--- src/rtl/cpu_stage_sequencer_pkg.sv ---
// Shared stage and instruction-type codes for the multi-cycle CPU stage sequencer.
// Stage encodings match the STG_* codes of the shared architecture definitions.
package cpu_stage_sequencer_pkg;

  typedef enum logic [2:0] {
    STG_FETCH = 3'd0,
    STG_EXEC  = 3'd1,
    STG_MEM   = 3'd2,
    STG_WB    = 3'd3,
    STG_PCUPD = 3'd4,
    STG_HALT  = 3'd5,
    STG_ERR   = 3'd6
  } stage_e;

  // Decoded instruction-type codes shared with the decoder.
  localparam int unsigned ITYPE_ALU      = 0;
  localparam int unsigned ITYPE_LOAD_MEM = 1;
  localparam int unsigned ITYPE_STORE    = 2;
  localparam int unsigned ITYPE_JUMP     = 3;
  localparam int unsigned ITYPE_HALT     = 4;

endpackage

--- src/rtl/cpu_stage_sequencer_mem_wait_timer.sv ---
// mem_wait_timer: counts unacknowledged request cycles and flags when TIMEOUT_CYC is reached.
module mem_wait_timer #(
  parameter int unsigned TIMEOUT_CYC = 16
) (
  input  logic clk,
  input  logic rst,
  input  logic run,
  output logic timeout
);

  localparam int unsigned CW = $clog2(TIMEOUT_CYC + 1);

  logic [CW-1:0] cnt;

  // Any cycle without a pending unacked request restarts the count from zero.
  always_ff @(posedge clk or posedge rst) begin
    if (rst) begin
      cnt <= '0;
    end else if (run && !timeout) begin
      cnt <= cnt + CW'(1);
    end else begin
      cnt <= '0;
    end
  end

  assign timeout = (cnt == CW'(TIMEOUT_CYC));

endmodule

--- src/rtl/cpu_stage_sequencer.sv ---
// Variable-length stage controller for the multi-cycle CPU with req/ack memory handshake.
// Optional performance counters are built when CPU_SEQ_PERF_EN is defined.
module cpu_stage_sequencer
  import cpu_stage_sequencer_pkg::*;
#(
  parameter int unsigned ITYPE_W     = 5,
  parameter int unsigned TIMEOUT_CYC = 16
`ifdef CPU_SEQ_PERF_EN
  ,
  parameter int unsigned CNT_W       = 32
`endif
) (
  input  logic               clk,
  input  logic               rst,
  input  logic [ITYPE_W-1:0] instr_type,
  input  logic               mem_ack,
  output logic               mem_req,
  output logic               mem_is_fetch,
  output logic               mem_we,
  output logic               issue_en,
  output logic               reg_we,
  output logic               pc_en,
  output logic [2:0]         stage,
  output logic               halted,
  output logic               bus_error
`ifdef CPU_SEQ_PERF_EN
  ,
  output logic [CNT_W-1:0]   cycle_cnt,
  output logic [CNT_W-1:0]   retired_cnt
`endif
);

  localparam logic [ITYPE_W-1:0] IT_LOAD  = ITYPE_W'(ITYPE_LOAD_MEM);
  localparam logic [ITYPE_W-1:0] IT_STORE = ITYPE_W'(ITYPE_STORE);
  localparam logic [ITYPE_W-1:0] IT_JUMP  = ITYPE_W'(ITYPE_JUMP);
  localparam logic [ITYPE_W-1:0] IT_HALT  = ITYPE_W'(ITYPE_HALT);

  stage_e state, state_next;
  logic   act;
  logic   timeout;
  logic   is_store;

  // Gating with rst lets requests and enables fall as soon as reset asserts.
  assign act      = ~rst;
  assign is_store = (instr_type == IT_STORE);

  mem_wait_timer #(
    .TIMEOUT_CYC (TIMEOUT_CYC)
  ) u_wait_timer (
    .clk     (clk),
    .rst     (rst),
    .run     (mem_req && !mem_ack),
    .timeout (timeout)
  );

  always_ff @(posedge clk or posedge rst) begin
    if (rst) begin
      state <= STG_FETCH;
    end else begin
      state <= state_next;
    end
  end

  always_comb begin
    state_next   = state;
    mem_req      = 1'b0;
    mem_is_fetch = 1'b0;
    mem_we       = 1'b0;
    issue_en     = 1'b0;
    reg_we       = 1'b0;
    pc_en        = 1'b0;
    unique case (state)
      STG_FETCH: begin
        mem_req      = act;
        mem_is_fetch = act;
        if (act && mem_ack) begin
          issue_en   = 1'b1;
          state_next = STG_EXEC;
        end else if (timeout) begin
          state_next = STG_ERR;
        end
      end
      STG_EXEC: begin
        if (instr_type == IT_LOAD || instr_type == IT_STORE) begin
          state_next = STG_MEM;
        end else if (instr_type == IT_JUMP) begin
          state_next = STG_PCUPD;
        end else if (instr_type == IT_HALT) begin
          state_next = STG_HALT;
        end else begin
          state_next = STG_WB;
        end
      end
      STG_MEM: begin
        mem_req = act;
        mem_we  = act && is_store;
        if (act && mem_ack) begin
          state_next = is_store ? STG_PCUPD : STG_WB;
        end else if (timeout) begin
          state_next = STG_ERR;
        end
      end
      STG_WB: begin
        reg_we     = act;
        state_next = STG_PCUPD;
      end
      STG_PCUPD: begin
        pc_en      = act;
        state_next = STG_FETCH;
      end
      STG_HALT:  state_next = STG_HALT;
      STG_ERR:   state_next = STG_ERR;
      default:   state_next = STG_ERR;
    endcase
  end

  assign stage     = state;
  assign halted    = (state == STG_HALT);
  assign bus_error = (state == STG_ERR);

`ifdef CPU_SEQ_PERF_EN
  always_ff @(posedge clk or posedge rst) begin
    if (rst) begin
      cycle_cnt   <= '0;
      retired_cnt <= '0;
    end else if (state != STG_HALT && state != STG_ERR) begin
      cycle_cnt <= cycle_cnt + CNT_W'(1);
      if (pc_en) begin
        retired_cnt <= retired_cnt + CNT_W'(1);
      end
    end
  end
`endif

endmodule

--- config.mk ---
export PLATFORM = sky130hd
export DESIGN_NAME = cpu_stage_sequencer
export DESIGN_NICKNAME = d
export VERILOG_FILES = /design/src/rtl/cpu_stage_sequencer_pkg.sv /design/src/rtl/cpu_stage_sequencer_mem_wait_timer.sv /design/src/rtl/cpu_stage_sequencer.sv
export SDC_FILE = /design/constraint.sdc
export NUM_CORES = 1
export LEC_CHECK = 0
export CORE_AREA = 2 2 39 41
export CTS_BUF_LIST = sky130_fd_sc_hd__clkbuf_16
export CTS_CLUSTER_DIAMETER = 40
export DETAILED_ROUTE_END_ITERATION = 10
export DIE_AREA = 0 0 41 43
export PLACE_DENSITY = 0.82
export SETUP_SLACK_MARGIN = 0.5
export SLEW_MARGIN = 30
export SYNTH_ARGS = -nofsm -noshare
export SYNTH_HDL_FRONTEND = slang
export SYNTH_SLANG_ARGS = --single-unit
--- constraint.sdc ---
create_clock -name clk -period 1.6 [get_ports clk]
set_input_delay 0.16 -clock clk [delete_from_list [all_inputs] [get_ports clk]]
set_output_delay 0.16 -clock clk [all_outputs]
set_load 0.05 [all_outputs]
==> impl_results.rst <==
.. list-table::
   :header-rows: 1

   * - Metric
     - Value
   * - Run status
     - completed
   * - Buffer levels on the longest clock path
     - 2
   * - Cell type group with the largest total delay on the critical path
     - flip-flops
   * - Number of input and output port buffers inserted
     - 18
   * - Post-route antenna net violation count
     - 0
   * - Net count of the finished layout
     - 119
   * - Mapped Avg Cell Area
     - 8.577 um^2
   * - Number of cells on the worst reg-to-reg path
     - 5
   * - Leakage power total
     - 0.5828 nW
   * - Post-synth top area share
     - 37.65%
   * - Worst flop-to-flop path endpoint
     - u_wait_timer.cnt[4]$_DFF_PP0_
   * - Routability cong.
     - 0.8022
   * - Antenna violations before repair
     - 0
   * - CP Buf/Inv Count
     - 2
   * - 1st-iter DRT viols
     - 17
   * - Post-synthesis net count
     - 72
   * - Number of buffers inserted during clock tree synthesis
     - 3
   * - Signal arrival time at the worst endpoint
     - 1.38 ns
   * - Layout Area Growth over Synthesis
     - 148.5%
   * - Via count of the first global-routing pass
     - 703
   * - Number of cells on the critical path
     - 5
   * - Data required time at the worst endpoint
     - 1.44 ns
   * - DPL Wire Length
     - 1084 um
   * - Die width
     - 41 um
   * - Final instance count without filler cells
     - 124
   * - Delay contributed by the slowest stage of the critical path
     - 0.50 ns
   * - Number of warnings printed during yosys synthesis
     - 0
   * - Most common cell in the synthesized netlist
     - nor2_1
   * - All-Layer GR Usage
     - 29.75%
   * - Maximum fanout count along the critical path
     - 5
   * - Power per cell area
     - 1868 nW/um^2
   * - TritonCTS clock tree
     - done
   * - Kind of critical path
     - reg2out
   * - Area enclosed by the die boundary
     - 1763 um^2
   * - Number of sinks on the clock net
     - 8
   * - Final critical delay including setup and external delays
     - 1.542 ns
   * - Clock tree skew after final layout
     - 0.002613 ns
   * - Cell area after layout
     - 1321 um^2
   * - Antenna cells
     - 0
   * - Count of final max-slew check failures
     - 0
   * - Maximum VDD drop
     - 1.601 mV
   * - Least-Margin Pin Slew
     - 0.2926 ns
   * - Final worst path period share
     - 96.39%
   * - Synth area leader
     - dfrtp_1
   * - Gate count after technology mapping
     - 62
   * - Critical path, cell by cell
     - nor2_4 > nand2_4 > clkinvlp_4 > and3_4 > buf_12
   * - Crit start category
     - flop
   * - Post-synthesis sequential area ratio
     - 37.65%
   * - RR Startpoint
     - stage[0]$_DFF_PP0_
   * - Share of final-layout standard cells stronger than drive strength 1
     - 72.22%
   * - Site row count
     - 14
   * - Total Power Consumption
     - 2.468 mW
   * - Slowest cell on crit path
     - dfrtp_4
   * - Top_reg_cell synth
     - dfrtp_1
   * - Area of the mapped netlist
     - 531.8 um^2
   * - Internal reg-to-reg setup slack
     - 0.16 ns
   * - Ratio of routed vias to standard cells
     - 5.597
   * - Path category of the worst min-delay check
     - in2async
   * - Commonest cells post-synth
     - 12 x nor2_1, 8 x dfrtp_1, 6 x inv_1
   * - Clock tree root buffer cell
     - clkbuf_16
   * - Starting density of the core
     - 38.43%
   * - Clock latency at the later pin of the worst-skew pair
     - 0.23 ns
   * - Relative slew slack
     - 80.47%
   * - Number of enable flip-flop cells after synthesis
     - 0
   * - Pin count of the biggest net entering global routing
     - 9
   * - Clk slew on worst S/H paths
     - 0.04 ns
   * - Total congestion overflow after global routing
     - 0
   * - DRC violation count after routing
     - 0
   * - Flip-flop and latch count after synthesis
     - 8
   * - Area after DPL
     - 950.9 um^2
   * - Total number of vias
     - 694
   * - CTS HTree Levels
     - 1
   * - Max Cap Violations
     - 0
   * - Number of I/O pins
     - 19
   * - Average wire per standard cell
     - 21.37 um
   * - FMAX
     - 648.4 MHz
   * - Die Y-Extent
     - 43 um
   * - Number of detailed-routing iterations run before antenna repair
     - 4
   * - Count of final setup violators
     - 0
   * - RSZ-0062 raised after global routing
     - true
   * - Total core area
     - 1384 um^2
   * - Final WL
     - 2650 um
   * - Fraction of registers with async set/reset
     - 100.0%
   * - Total negative slack
     - 0 ns
   * - Global-route wire length before repair
     - 3360 um
   * - Total count of hold-check failures in the final report
     - 0
   * - Cell count after placement
     - 99
   * - Count of different cell masters after synthesis
     - 28
   * - Leading post-synthesis cells by cell area
     - dfrtp_1 38%, nor2_1 8.5%, ha_1 4.7%
   * - Critical Path Sink Type
     - output pin
logic make-up (layout without fill, tap and decap cells):
group                    count (synthesis)  count (layout)  synth area share [%]
AO/OA/AOI/OAI                            7               7                 8.705
XOR/XNOR                                 3               3                 4.942
adder cells (fa/ha/maj)                  2               2                 4.705
buffers and inverters                    7              53                 5.175
flip-flops                               8               8                 37.65
AND/OR/NAND/NOR                         35              35                 38.82
layout by cell type, fill, tap and decap left out, drive strengths merged, types with 2 or more instances in the layout:
cell,netlist,routed
and3,2,2
clkbuf,0,3
nand3,2,2
clkdlybuf4s50,0,2
nor3,3,3
dlymetal6s2s,0,2
nand2,2,2
or3,2,2
buf,1,36
nand2b,4,4
ha,2,2
nor2,12,12
nor3b,3,3
dlygate4sd2,0,3
xor2,2,2
o21bai,2,2
inv,6,6
dfrtp,8,8
per-stage QoR:
step | setup slack [ns] | utilization, % | hold slack (ns)
after floorplan | 0.09474 | - | 0.01061
after global placement | -0.001008 | 68.72 | 0.4657
after detailed placement | -0.03014 | 68.72 | 0.4791
after CTS | 0.05249 | 87.34 | 0.3930
after global routing | 0.03239 | 95.48 | 0.4278
final | 0.05783 | 95.48 | 0.4113
where the power goes:
part	switching, mW	internal, mW
Sequential	0.0877	0.261
Clock	0.105	0.326
Combinational	0.861	0.827
worst max path at each step:
| stage | from | end | slack (ns) |
|---|---|---|---|
| finish | stage[0]$_DFF_PP0_ | mem_we | 0.06 |
| global route | stage[0]$_DFF_PP0_ | mem_we | 0.03 |
| CTS | stage[0]$_DFF_PP0_ | pc_en | 0.05 |
| detailed placement | instr_type[2] | mem_we | -0.03 |
| global placement | instr_type[2] | mem_we | -0.001 |
| floorplan | stage[0]$_DFF_PP0_ | issue_en | 0.09 |
sequential cells by signal, indices dropped and copies added, names as in the netlist:
name,count
stage,3
u_wait_timer.cnt,5
area by class of cell:
cell class | count | area (um^2)
Clock buffer | 3 | 75.07
Clock inverter | 1 | 3.754
Inverter | 6 | 28.78
Tap cell | 16 | 20.02
Timing Repair Buffer | 43 | 484.2
Fill cell | 31 | 62.56
Sequential cell | 8 | 206.4
Multi-Input combinational cell | 47 | 503.0
per-layer routing:
metal,GRT usage (%),routed length (um),vias up
li1,-,-,305
met1,35.00,1015,345
met2,49.69,1441,36
met3,3.141,119,8
met4,15.33,73,0
met5,0,0,-
worst register-to-register path, stage by stage, from the launching register on:
cell and delay [ns]:
dfrtp_4 0.50, nor2_4 0.14, nand2_4 0.09, buf_4 0.13
or3_4 0.39, nor2_2 0.11
repair_timing:
action                                  4_1_cts  5_1_grt
resized for setup                            22       17
endpoints found under the setup margin       18       19
hold buffers                                  0        0
buffers inserted                             15        6
pin swaps                                    12        6
No activity file was read; power rests on OpenSTA's default activity.
